`src/rtl/cla_seq_adder_pkg.sv`:
```
// Shared ALU definitions for the nibble-serial adder: op and state encodings,
// nibble width, and the operand-latch helpers.
package cla_seq_adder_pkg;

  localparam int unsigned NIB_W = 4;

  typedef enum logic [1:0] {
    OP_ADD = 2'b00,
    OP_SUB = 2'b01,
    OP_ADC = 2'b10,
    OP_SBB = 2'b11
  } op_e;

  typedef enum logic [1:0] {
    ST_IDLE = 2'b00,
    ST_RUN  = 2'b01,
    ST_DONE = 2'b10
  } state_e;

  // Subtraction is performed as A + ~B + carry.
  function automatic logic op_is_sub(op_e op);
    return (op == OP_SUB) || (op == OP_SBB);
  endfunction

  function automatic logic init_carry(op_e op, logic cin);
    case (op)
      OP_ADD:  return 1'b0;
      OP_SUB:  return 1'b1;
      OP_ADC:  return cin;
      default: return ~cin;
    endcase
  endfunction

endpackage

```
`src/rtl/cla_seq_adder_if.sv`:
```
// Request/response bundle for the nibble-serial adder.
interface cla_seq_adder_if #(
  parameter int unsigned WIDTH = 32
);
  logic             i_valid;
  logic             o_ready;
  logic [WIDTH-1:0] i_a;
  logic [WIDTH-1:0] i_b;
  logic [1:0]       i_op;
  logic             i_cin;
  logic             o_valid;
  logic             i_ready;
  logic [WIDTH-1:0] o_result;
  logic             o_carry;
  logic             o_overflow;
  logic             o_zero;

  modport master (
    output i_valid, i_a, i_b, i_op, i_cin, i_ready,
    input  o_ready, o_valid, o_result, o_carry, o_overflow, o_zero
  );

  modport slave (
    input  i_valid, i_a, i_b, i_op, i_cin, i_ready,
    output o_ready, o_valid, o_result, o_carry, o_overflow, o_zero
  );
endinterface

```
`src/rtl/cla_seq_adder_cla_4bit.sv`:
```
// Existing 4-bit carry-lookahead adder; purely combinational.
module cla_4bit
  import cla_seq_adder_pkg::*;
(
  input  logic [NIB_W-1:0] a,
  input  logic [NIB_W-1:0] b,
  input  logic             cin,
  output logic [NIB_W-1:0] sum_c,
  output logic             cout_c
);
  logic [NIB_W-1:0] g;
  logic [NIB_W-1:0] p;
  logic [NIB_W:0]   c;

  assign g = a & b;
  assign p = a ^ b;

  assign c[0] = cin;
  assign c[1] = g[0] | (p[0] & c[0]);
  assign c[2] = g[1] | (p[1] & g[0]) | (p[1] & p[0] & c[0]);
  assign c[3] = g[2] | (p[2] & g[1]) | (p[2] & p[1] & g[0]) | (p[2] & p[1] & p[0] & c[0]);
  assign c[4] = g[3] | (p[3] & g[2]) | (p[3] & p[2] & g[1]) | (p[3] & p[2] & p[1] & g[0])
              | (p[3] & p[2] & p[1] & p[0] & c[0]);

  assign sum_c  = p ^ c[NIB_W-1:0];
  assign cout_c = c[NIB_W];
endmodule

```
`src/rtl/cla_seq_adder.sv`:
```
// WIDTH-bit add/sub engine that reuses one 4-bit CLA, one nibble per cycle,
// LSB first, with carry/overflow/zero flags and valid/ready on both sides.
module cla_seq_adder
  import cla_seq_adder_pkg::*;
#(
  parameter int unsigned WIDTH = 32
) (
  input logic             i_clk,
  input logic             i_rst_n,
  cla_seq_adder_if.slave  bus
);
  localparam int unsigned NIB   = WIDTH / NIB_W;
  localparam int unsigned CNT_W = $clog2(NIB);

  if (((WIDTH % NIB_W) != 0) || (WIDTH < 8)) begin : g_bad_width
    $error("cla_seq_adder: WIDTH must be a multiple of 4 and at least 8");
  end

  state_e           state;
  logic [CNT_W-1:0] cnt;
  logic [WIDTH-1:0] a_q;
  logic [WIDTH-1:0] b_q;
  logic [WIDTH-1:0] res_q;
  logic             carry_q;
  logic             ready_q;
  logic             valid_q;
  logic             carry_f;
  logic             ovf_f;
  logic             zero_f;

  op_e              op_c;
  logic             accept_c;
  logic             last_c;
  logic [NIB_W-1:0] a_nib_c;
  logic [NIB_W-1:0] b_nib_c;
  logic [NIB_W-1:0] sum_c;
  logic             cout_c;
  logic [WIDTH-1:0] res_nxt_c;

  assign op_c     = op_e'(bus.i_op);
  assign accept_c = (state == ST_IDLE) && ready_q && bus.i_valid;
  assign last_c   = (cnt == CNT_W'(NIB - 1));
  assign a_nib_c  = a_q[{cnt, 2'b00} +: NIB_W];
  assign b_nib_c  = b_q[{cnt, 2'b00} +: NIB_W];

  cla_4bit u_cla (
    .a      (a_nib_c),
    .b      (b_nib_c),
    .cin    (carry_q),
    .sum_c  (sum_c),
    .cout_c (cout_c)
  );

  // Result with the current nibble merged in, so flags see the final value.
  always_comb begin
    res_nxt_c = res_q;
    res_nxt_c[{cnt, 2'b00} +: NIB_W] = sum_c;
  end

  always_ff @(posedge i_clk or negedge i_rst_n) begin
    if (!i_rst_n) begin
      state   <= ST_IDLE;
      cnt     <= '0;
      a_q     <= '0;
      b_q     <= '0;
      res_q   <= '0;
      carry_q <= 1'b0;
      ready_q <= 1'b0;
      valid_q <= 1'b0;
      carry_f <= 1'b0;
      ovf_f   <= 1'b0;
      zero_f  <= 1'b0;
    end else begin
      case (state)
        ST_IDLE: begin
          if (accept_c) begin
            a_q     <= bus.i_a;
            b_q     <= op_is_sub(op_c) ? ~bus.i_b : bus.i_b;
            carry_q <= init_carry(op_c, bus.i_cin);
            cnt     <= '0;
            ready_q <= 1'b0;
            state   <= ST_RUN;
          end else begin
            ready_q <= 1'b1;
          end
        end
        ST_RUN: begin
          res_q   <= res_nxt_c;
          carry_q <= cout_c;
          if (last_c) begin
            cnt     <= '0;
            carry_f <= cout_c;
            ovf_f   <= (a_q[WIDTH-1] == b_q[WIDTH-1]) && (res_nxt_c[WIDTH-1] != a_q[WIDTH-1]);
            zero_f  <= ~|res_nxt_c;
            valid_q <= 1'b1;
            state   <= ST_DONE;
          end else begin
            cnt <= cnt + CNT_W'(1);
          end
        end
        ST_DONE: begin
          if (bus.i_ready) begin
            valid_q <= 1'b0;
            ready_q <= 1'b1;
            state   <= ST_IDLE;
          end
        end
        default: state <= ST_IDLE;
      endcase
    end
  end

  assign bus.o_ready    = ready_q;
  assign bus.o_valid    = valid_q;
  assign bus.o_result   = res_q;
  assign bus.o_carry    = carry_f;
  assign bus.o_overflow = ovf_f;
  assign bus.o_zero     = zero_f;
endmodule

```
`src/flat_wrapper.sv`:
```
// flat-port wrapper written by rule: the top's interface ports become plain ports
module cla_seq_adder_flat import cla_seq_adder_pkg::*;
#(
  parameter int unsigned WIDTH = 32
)
  (i_clk, i_rst_n, bus_i_valid, bus_i_a, bus_i_b, bus_i_op, bus_i_cin, bus_i_ready, bus_o_ready, bus_o_valid, bus_o_result, bus_o_carry, bus_o_overflow, bus_o_zero);
  cla_seq_adder_if #(.WIDTH(WIDTH)) bus_i ();
  input logic i_clk;
  input logic i_rst_n;
  input wire logic [$bits(bus_i.i_valid)-1:0] bus_i_valid;
  input wire logic [$bits(bus_i.i_a)-1:0] bus_i_a;
  input wire logic [$bits(bus_i.i_b)-1:0] bus_i_b;
  input wire logic [$bits(bus_i.i_op)-1:0] bus_i_op;
  input wire logic [$bits(bus_i.i_cin)-1:0] bus_i_cin;
  input wire logic [$bits(bus_i.i_ready)-1:0] bus_i_ready;
  output wire logic [$bits(bus_i.o_ready)-1:0] bus_o_ready;
  output wire logic [$bits(bus_i.o_valid)-1:0] bus_o_valid;
  output wire logic [$bits(bus_i.o_result)-1:0] bus_o_result;
  output wire logic [$bits(bus_i.o_carry)-1:0] bus_o_carry;
  output wire logic [$bits(bus_i.o_overflow)-1:0] bus_o_overflow;
  output wire logic [$bits(bus_i.o_zero)-1:0] bus_o_zero;
  assign bus_i.i_valid = bus_i_valid;
  assign bus_i.i_a = bus_i_a;
  assign bus_i.i_b = bus_i_b;
  assign bus_i.i_op = bus_i_op;
  assign bus_i.i_cin = bus_i_cin;
  assign bus_i.i_ready = bus_i_ready;
  assign bus_o_ready = bus_i.o_ready;
  assign bus_o_valid = bus_i.o_valid;
  assign bus_o_result = bus_i.o_result;
  assign bus_o_carry = bus_i.o_carry;
  assign bus_o_overflow = bus_i.o_overflow;
  assign bus_o_zero = bus_i.o_zero;
  cla_seq_adder #(.WIDTH(WIDTH)) u_core (.i_clk(i_clk), .i_rst_n(i_rst_n), .bus(bus_i));
endmodule
```
`config.mk`:
```
export PLATFORM = sky130hd
export DESIGN_NAME = cla_seq_adder_flat
export DESIGN_NICKNAME = d
export VERILOG_FILES = /design/src/rtl/cla_seq_adder_pkg.sv /design/src/rtl/cla_seq_adder_if.sv /design/src/rtl/cla_seq_adder_cla_4bit.sv /design/src/rtl/cla_seq_adder.sv /design/src/flat_wrapper.sv
export SDC_FILE = /design/constraint.sdc
export NUM_CORES = 1
export LEC_CHECK = 0
export ABC_AREA = 1
export BUFFER_PORTS_ARGS = -buffer_cell sky130_fd_sc_hd__buf_4
export CELL_PAD_IN_SITES_DETAIL_PLACEMENT = 0
export CELL_PAD_IN_SITES_GLOBAL_PLACEMENT = 1
export CORE_AREA = 10 10 138 140
export CTS_CLUSTER_DIAMETER = 100
export DETAILED_ROUTE_END_ITERATION = 12
export DIE_AREA = 0 0 148 150
export PLACE_DENSITY_LB_ADDON = 0.25
export SYNTH_ARGS = -nofsm -noshare
export SYNTH_HDL_FRONTEND = slang
export SYNTH_SLANG_ARGS = --single-unit
```
`constraint.sdc`:
```
create_clock -name i_clk -period 4.5 [get_ports i_clk]
set_input_delay 0.225 -clock i_clk [delete_from_list [all_inputs] [get_ports i_clk]]
set_output_delay 0.225 -clock i_clk [all_outputs]
set_load 0.01 [all_outputs]
```
== After elaboration in Yosys (flattened, before gate mapping) ==
Index checks and enable logic that the tools add are counted.

* $add $sub $neg: 2
* Eq/ne operators: 11
* Shift-type cells: 4
* Mux-type cells: 18
* Bitwise logic cells: 31
* Reduce and logical (&&, ||, !) cells: 17

{| class="wikitable"
|+ Operators with widths
! operator !! count
|-
| $shiftx A32 B6 Y4 || 2
|-
| $bwmux W32 || 1
|-
| $mux W32 || 1
|-
| $not A32 Y32 || 1
|-
| $reduce_or A32 Y1 || 1
|-
| $shift A4 B7 Y32 const A || 1
|-
| $shiftx A4 B7 Y32 || 1
|-
| $and A1 B1 Y1 || 16
|-
| $or A1 B1 Y1 || 10
|-
| $reduce_and A2 Y1 || 4
|-
| $xor A4 B4 Y4 || 2
|-
| $neg A5 Y7 || 1
|-
| $eq A2 B2 Y1 const B || 3
|-
| $mux W2 || 3
|-
| $mux W3 || 2
|-
| $pmux W1 S2 || 3
|-
| $pmux W2 S3 || 1
|-
| $pmux W3 S2 || 1
|-
| $reduce_and A3 Y1 || 2
|-
| $reduce_bool A2 Y1 || 3
|-
| $mux W1 || 5
|-
| $and A4 B4 Y4 || 1
|-
| $eq A2 B1 Y1 const B || 2
|-
| $logic_not A2 Y1 || 2
|-
| other kinds (11) || 14
|}

* Register bits after elaboration: 107
* Input bits: 71

== Logic depth before layout (Yosys ltp) ==
* Depth after elaboration: 11
* Depth in mapped cells: 20
* Gate-level depth less buffers: 19

== By module ==
From an unflattened synthesis, not the netlist that was laid out.

* Cell total of the unflattened synthesis: 791
* Area total of the unflattened synthesis: 5,858.1 µm²

{| class="wikitable"
|+ Modules (own cells, without submodules)
! module !! times used !! cells an instance !! area an instance (µm²) !! seq. area each (µm²)
|-
| cla_seq_adder || 1 || 760 || 5,669.2 || 2,677.6
|-
| cla_4bit || 1 || 31 || 188.9 || 0.0
|}

== Worst setup path before layout ==
No wires, ideal clock.

* Kind: flip-flop to flip-flop
* Start: register u_core.cnt[0]
* End: register u_core.zero_f (netlist: u_core.bus.o_zero)
* Arrival time: 2.560 ns
* Setup slack: 1.875 ns
* Stages on the path, launching flop included: 19
* Path buffers: 2
* Cell sequence: dfrtp_1 -> buf_2 -> buf_1 -> nor2_1 -> nor2_1 -> o21ai_0 -> a31oi_1 -> fa_1 -> nand3_1 -> nand3_1 -> nand2_1 -> nand2_1 -> nor2_1 -> nand2_1 -> nor2_1 -> nand2_1 -> nor2_1 -> nand2_1 -> nand2_1

* Cells in the longest elaborated chain, start to end: 11
* Elaborated cells between the ends (all ways): 28
* Classes of those cells: add/sub (1); eq/ne (1); shift (4); mux (1); bitwise (18); reduce/logical (3)

{| class="wikitable"
|+ Ends and longest elaborated chain
! element !! line !! source
|-
| from (decl) || cla_seq_adder.sv:20 || <nowiki>logic [CNT_W-1:0] cnt;</nowiki>
|-
| from (signal assigned) || cla_seq_adder.sv:98 || <nowiki>cnt <= cnt + CNT_W'(1);</nowiki>
|-
| $shiftx A32 B6 Y4, on equally long branches || cla_seq_adder.sv:43, cla_seq_adder.sv:44 ||
|-
| $xor A4 B4 Y4 or $and A4 B4 Y4 (tied branches) || cla_seq_adder_cla_4bit.sv:16, cla_seq_adder_cla_4bit.sv:15 ||
|-
| $and A1 B1 Y1 || cla_seq_adder_cla_4bit.sv:21 || <nowiki>assign c[3] = g[2] | (p[2] & g[1]) | (p[2] & p[1] & g[0]) | (p[2] & p[1] & p[0] & c[0]);</nowiki>
|-
| $or A1 B1 Y1 or $and A1 B1 Y1 (tied branches) (2 in series) || cla_seq_adder_cla_4bit.sv:21 ||
|-
| $or A1 B1 Y1 || cla_seq_adder_cla_4bit.sv:21 ||
|-
| $xor A4 B4 Y4 || cla_seq_adder_cla_4bit.sv:25 || <nowiki>assign sum_c = p ^ c[NIB_W-1:0];</nowiki>
|-
| $shiftx A4 B7 Y32 || cla_seq_adder.sv:57 || <nowiki>res_nxt_c[{cnt, 2'b00} +: NIB_W] = sum_c;</nowiki>
|-
| $bwmux W32 || cla_seq_adder.sv:57 ||
|-
| $reduce_or A32 Y1 || cla_seq_adder.sv:94 || <nowiki>zero_f <= ~|res_nxt_c;</nowiki>
|-
| $logic_not A1 Y1 || cla_seq_adder.sv:94 ||
|-
| to (signal assigned) || cla_seq_adder.sv:94 ||
|-
| to (decl) || cla_seq_adder.sv:29 || <nowiki>logic zero_f;</nowiki>
|}

Several ways; a longest one is shown, not always the timed one.
A chain may end at the register's enable or synchronous reset.

== Final worst setup path ==
* Start: register u_core.cnt[1]
* End: register u_core.zero_f (netlist: u_core.bus.o_zero)

Same word-level chain as after synthesis.

==> run metrics <==
worst setup skew after layout=6.18 ps; Tcrit/Tclk final=0.740; hold-fix buffers at CTS=0; leakage power=0.00337 µW; first-pass GRT wire length=27.1 mm; FF+latch count, synth=about 110; grt ovf=0; # resized after CTS=0; power per cell area=805 nW/µm²; Placed Area=6640 µm²; setup TNS=0 ps; share of post-route cells with drive strength above 1=0.175; Worst EP required=4800 ps; initial antenna violation count=0; setup bufs post-CTS=0; Slew Limit Headroom=0.353; Final setup viols=0; insertion delay to the later sink of the worst-skew pair=350 ps; die area=between 20000 and 25000 µm²; Synth top area share=0.475; CTS tree=done; Post-Syn Instances=approximately 740; Slew Limit Fails=0; most common cell after layout, fill and taps aside=nand2_1; Worst setup SP type=flop; row count=47; DRC=0; die width=148 µm; Layout area overhead=22.9%; Max clock buf depth=2; core area=16300 µm²; worst r2r src=u_core.cnt[1]; most frequent cells in the layout=nand2_1 (255), buf_4 (112), dfrtp_1 (107); Initial Utilization=0.345; Global Route Usage Sum=0.150; Peak Freq=roughly 300 MHz; Final Hold Vio Count=0; top_reg_cell synth=dfrtp_1; Peak VDD IR=0.000288 V; io pins=108; clock slew at reported path FFs=70 ps; Yosys warnings=0; FILL cells=1725; drt pass-1 iters=5; status=completed; post-detail-place hpwl=12.2 mm; crit-path cells=inv_2 > o21ai_0 > o22ai_1 > nor2_1 > a31oi_1 > ha_1 > nand4_1 > nand3_1 > nand3_1 > o21ai_0 > nor2_1 > nand2_1 > nor2_1 > nand2_1 > nand2_1; Die H=150 µm; RSZ-0062 raised after global routing=false; Bufs and invs on worst path=1; delay-heaviest family, CP=simple AND/OR/NAND/NOR gates; number of global-route vias before repair=roughly 5100; largest net degree at the start of global routing=97; cts bufs inserted=9; gpl congestion=between 0.8 and 0.9; Detail Route Antenna Nets=0; Avg Vias per Cell=approximately 4.8; n_diodes=0; Yosys cell types=26; Hold Crit Class=input port to asynchronous set/reset pin; synthesized area per cell=7.59 µm²; Post-synth EDFFs=0; fin area=6940 µm²; crit path from=u_core.cnt[1]; post-route minimum period=3330 ps; area leader, netlist=dfrtp_1; R2R setup slack=1170 ps; DRT iter0 DRCs=377; WP data arrival=approximately 3600 ps; measured slew at the worst slew-check pin=971 ps; Routed WL per cell=15.3 µm; Max-cap violations=0; Synth Net Count=824; post-synthesis sequential area ratio=0.475; clock sink count=around 110; buffer type at the clock tree root=clkbuf_16; Crit Path Category=flop to flop; Via Count=5074; CP max stage delay=610 ps; H-tree depth=3; Slowest cell on crit path=dfrtp_1; Cell Area, Synth=5640 µm²; final net count=914; DRT Wirelength=16.2 mm; Crit. End Element=flop; Area contributors post-synth=dfrtp_1 (47%), nand2_1 (17%), o21ai_0 (8.8%); IO Port Bufs=107; FFs w/ async S/R, synth=1.00; CP max FO=18
-- final timing paths --
path | cells past startpoint | endpoint
max in group asynchronous | 2 | u_core.b_q[6]
worst max-delay path | 15 | u_core.bus.o_zero
min in group i_clk | 3 | u_core.a_q[19]
worst min-delay path | 1 | u_core.bus.o_result[14]
worst max register to register | 15 | u_core.bus.o_zero
worst min register to register | 2 | u_core.a_q[12]
-- synth_stat cells (all sizes together), types with 5 or more instances --
master	n
o22ai	9
nand4	5
nand2	256
ha	9
dfrtp	107
nand3	37
o21ai	101
buf	7
nor2	90
xnor2	33
a31oi	16
inv	33
clkbuf	26
-- metrics by stage --
step | setup slack, ps | power, µW | utilization | instances | hold slack (ps)
detailed placement | 1210 | 4830 | 0.406 | 1042 | 417
floorplan | 1880 | 3770 | - | 743 | -70.6
finish | 1170 | 5590 | 0.424 | 1058 | 0.764
global route | 818 | 6190 | 0.424 | 1058 | 66.6
CTS | 1170 | 5650 | 0.424 | 1058 | 50.9
global placement | 1270 | 4800 | 0.406 | 1042 | 421
-- area by class of cell --
type | count | area (µm²) | share of cell area
well taps | 220 | 275 | 0.0397
inverters | 36 | 135 | 0.0195
flip-flops and latches | 107 | 2680 | 0.386
clock inverters | 4 | 48.8 | 0.00703
repair buffers | 112 | 841 | 0.121
clock buffers | 12 | 246 | 0.0355
multi-input cells | 567 | 2710 | 0.391
-- where the power goes --
group	leakage [µW]	internal [µW]	switching [µW]
logic	0.00190	1040	1990
registers	0.00133	1400	350
clock network	0.000147	448	357
-- worst reg2reg max path, cell delays in order, from the launching register on --
cell and delay (ps):
dfrtp_1 610, inv_2 360, o21ai_0 150, o22ai_1 130, nor2_1 50, a31oi_1 370, ha_1 340, nand4_1 120
nand3_1 300, nand3_1 190, o21ai_0 180, nor2_1 180, nand2_1 70, nor2_1 100, nand2_1 70, nand2_1 50
-- state kept, by name (all words and copies together), names as in the netlist --
name                   flops
u_core.bus.o_result       32
u_core.bus.o_overflow      1
u_core.bus.o_valid         1
u_core.bus.o_zero          1
u_core.bus.o_ready         1
u_core.state               2
u_core.b_q                32
u_core.bus.o_carry         1
u_core.a_q                32
u_core.cnt                 3
u_core.carry_q             1
-- cell families (layout without fill, tap and decap cells) --
| kind of cell | after synthesis | in the layout | synth area share |
|---|---|---|---|
| simple gates | 395 | 395 | 0.283 |
| compound gates | 129 | 129 | 0.121 |
| flops | 107 | 107 | 0.475 |
| buf+inv | 69 | 164 | 0.0468 |
| xor+xnor | 33 | 33 | 0.0512 |
| fa+ha+maj | 10 | 10 | 0.0235 |
-- layer usage --
metal	routed length, µm	global-route usage	vias to the layer above
li1	-	-	2588
met1	7720	0.196	2337
met2	7510	0.243	135
met3	752	0.0323	14
met4	238	0.0491	0
met5	0	0	-
No activity file was read; power rests on OpenSTA's default activity.
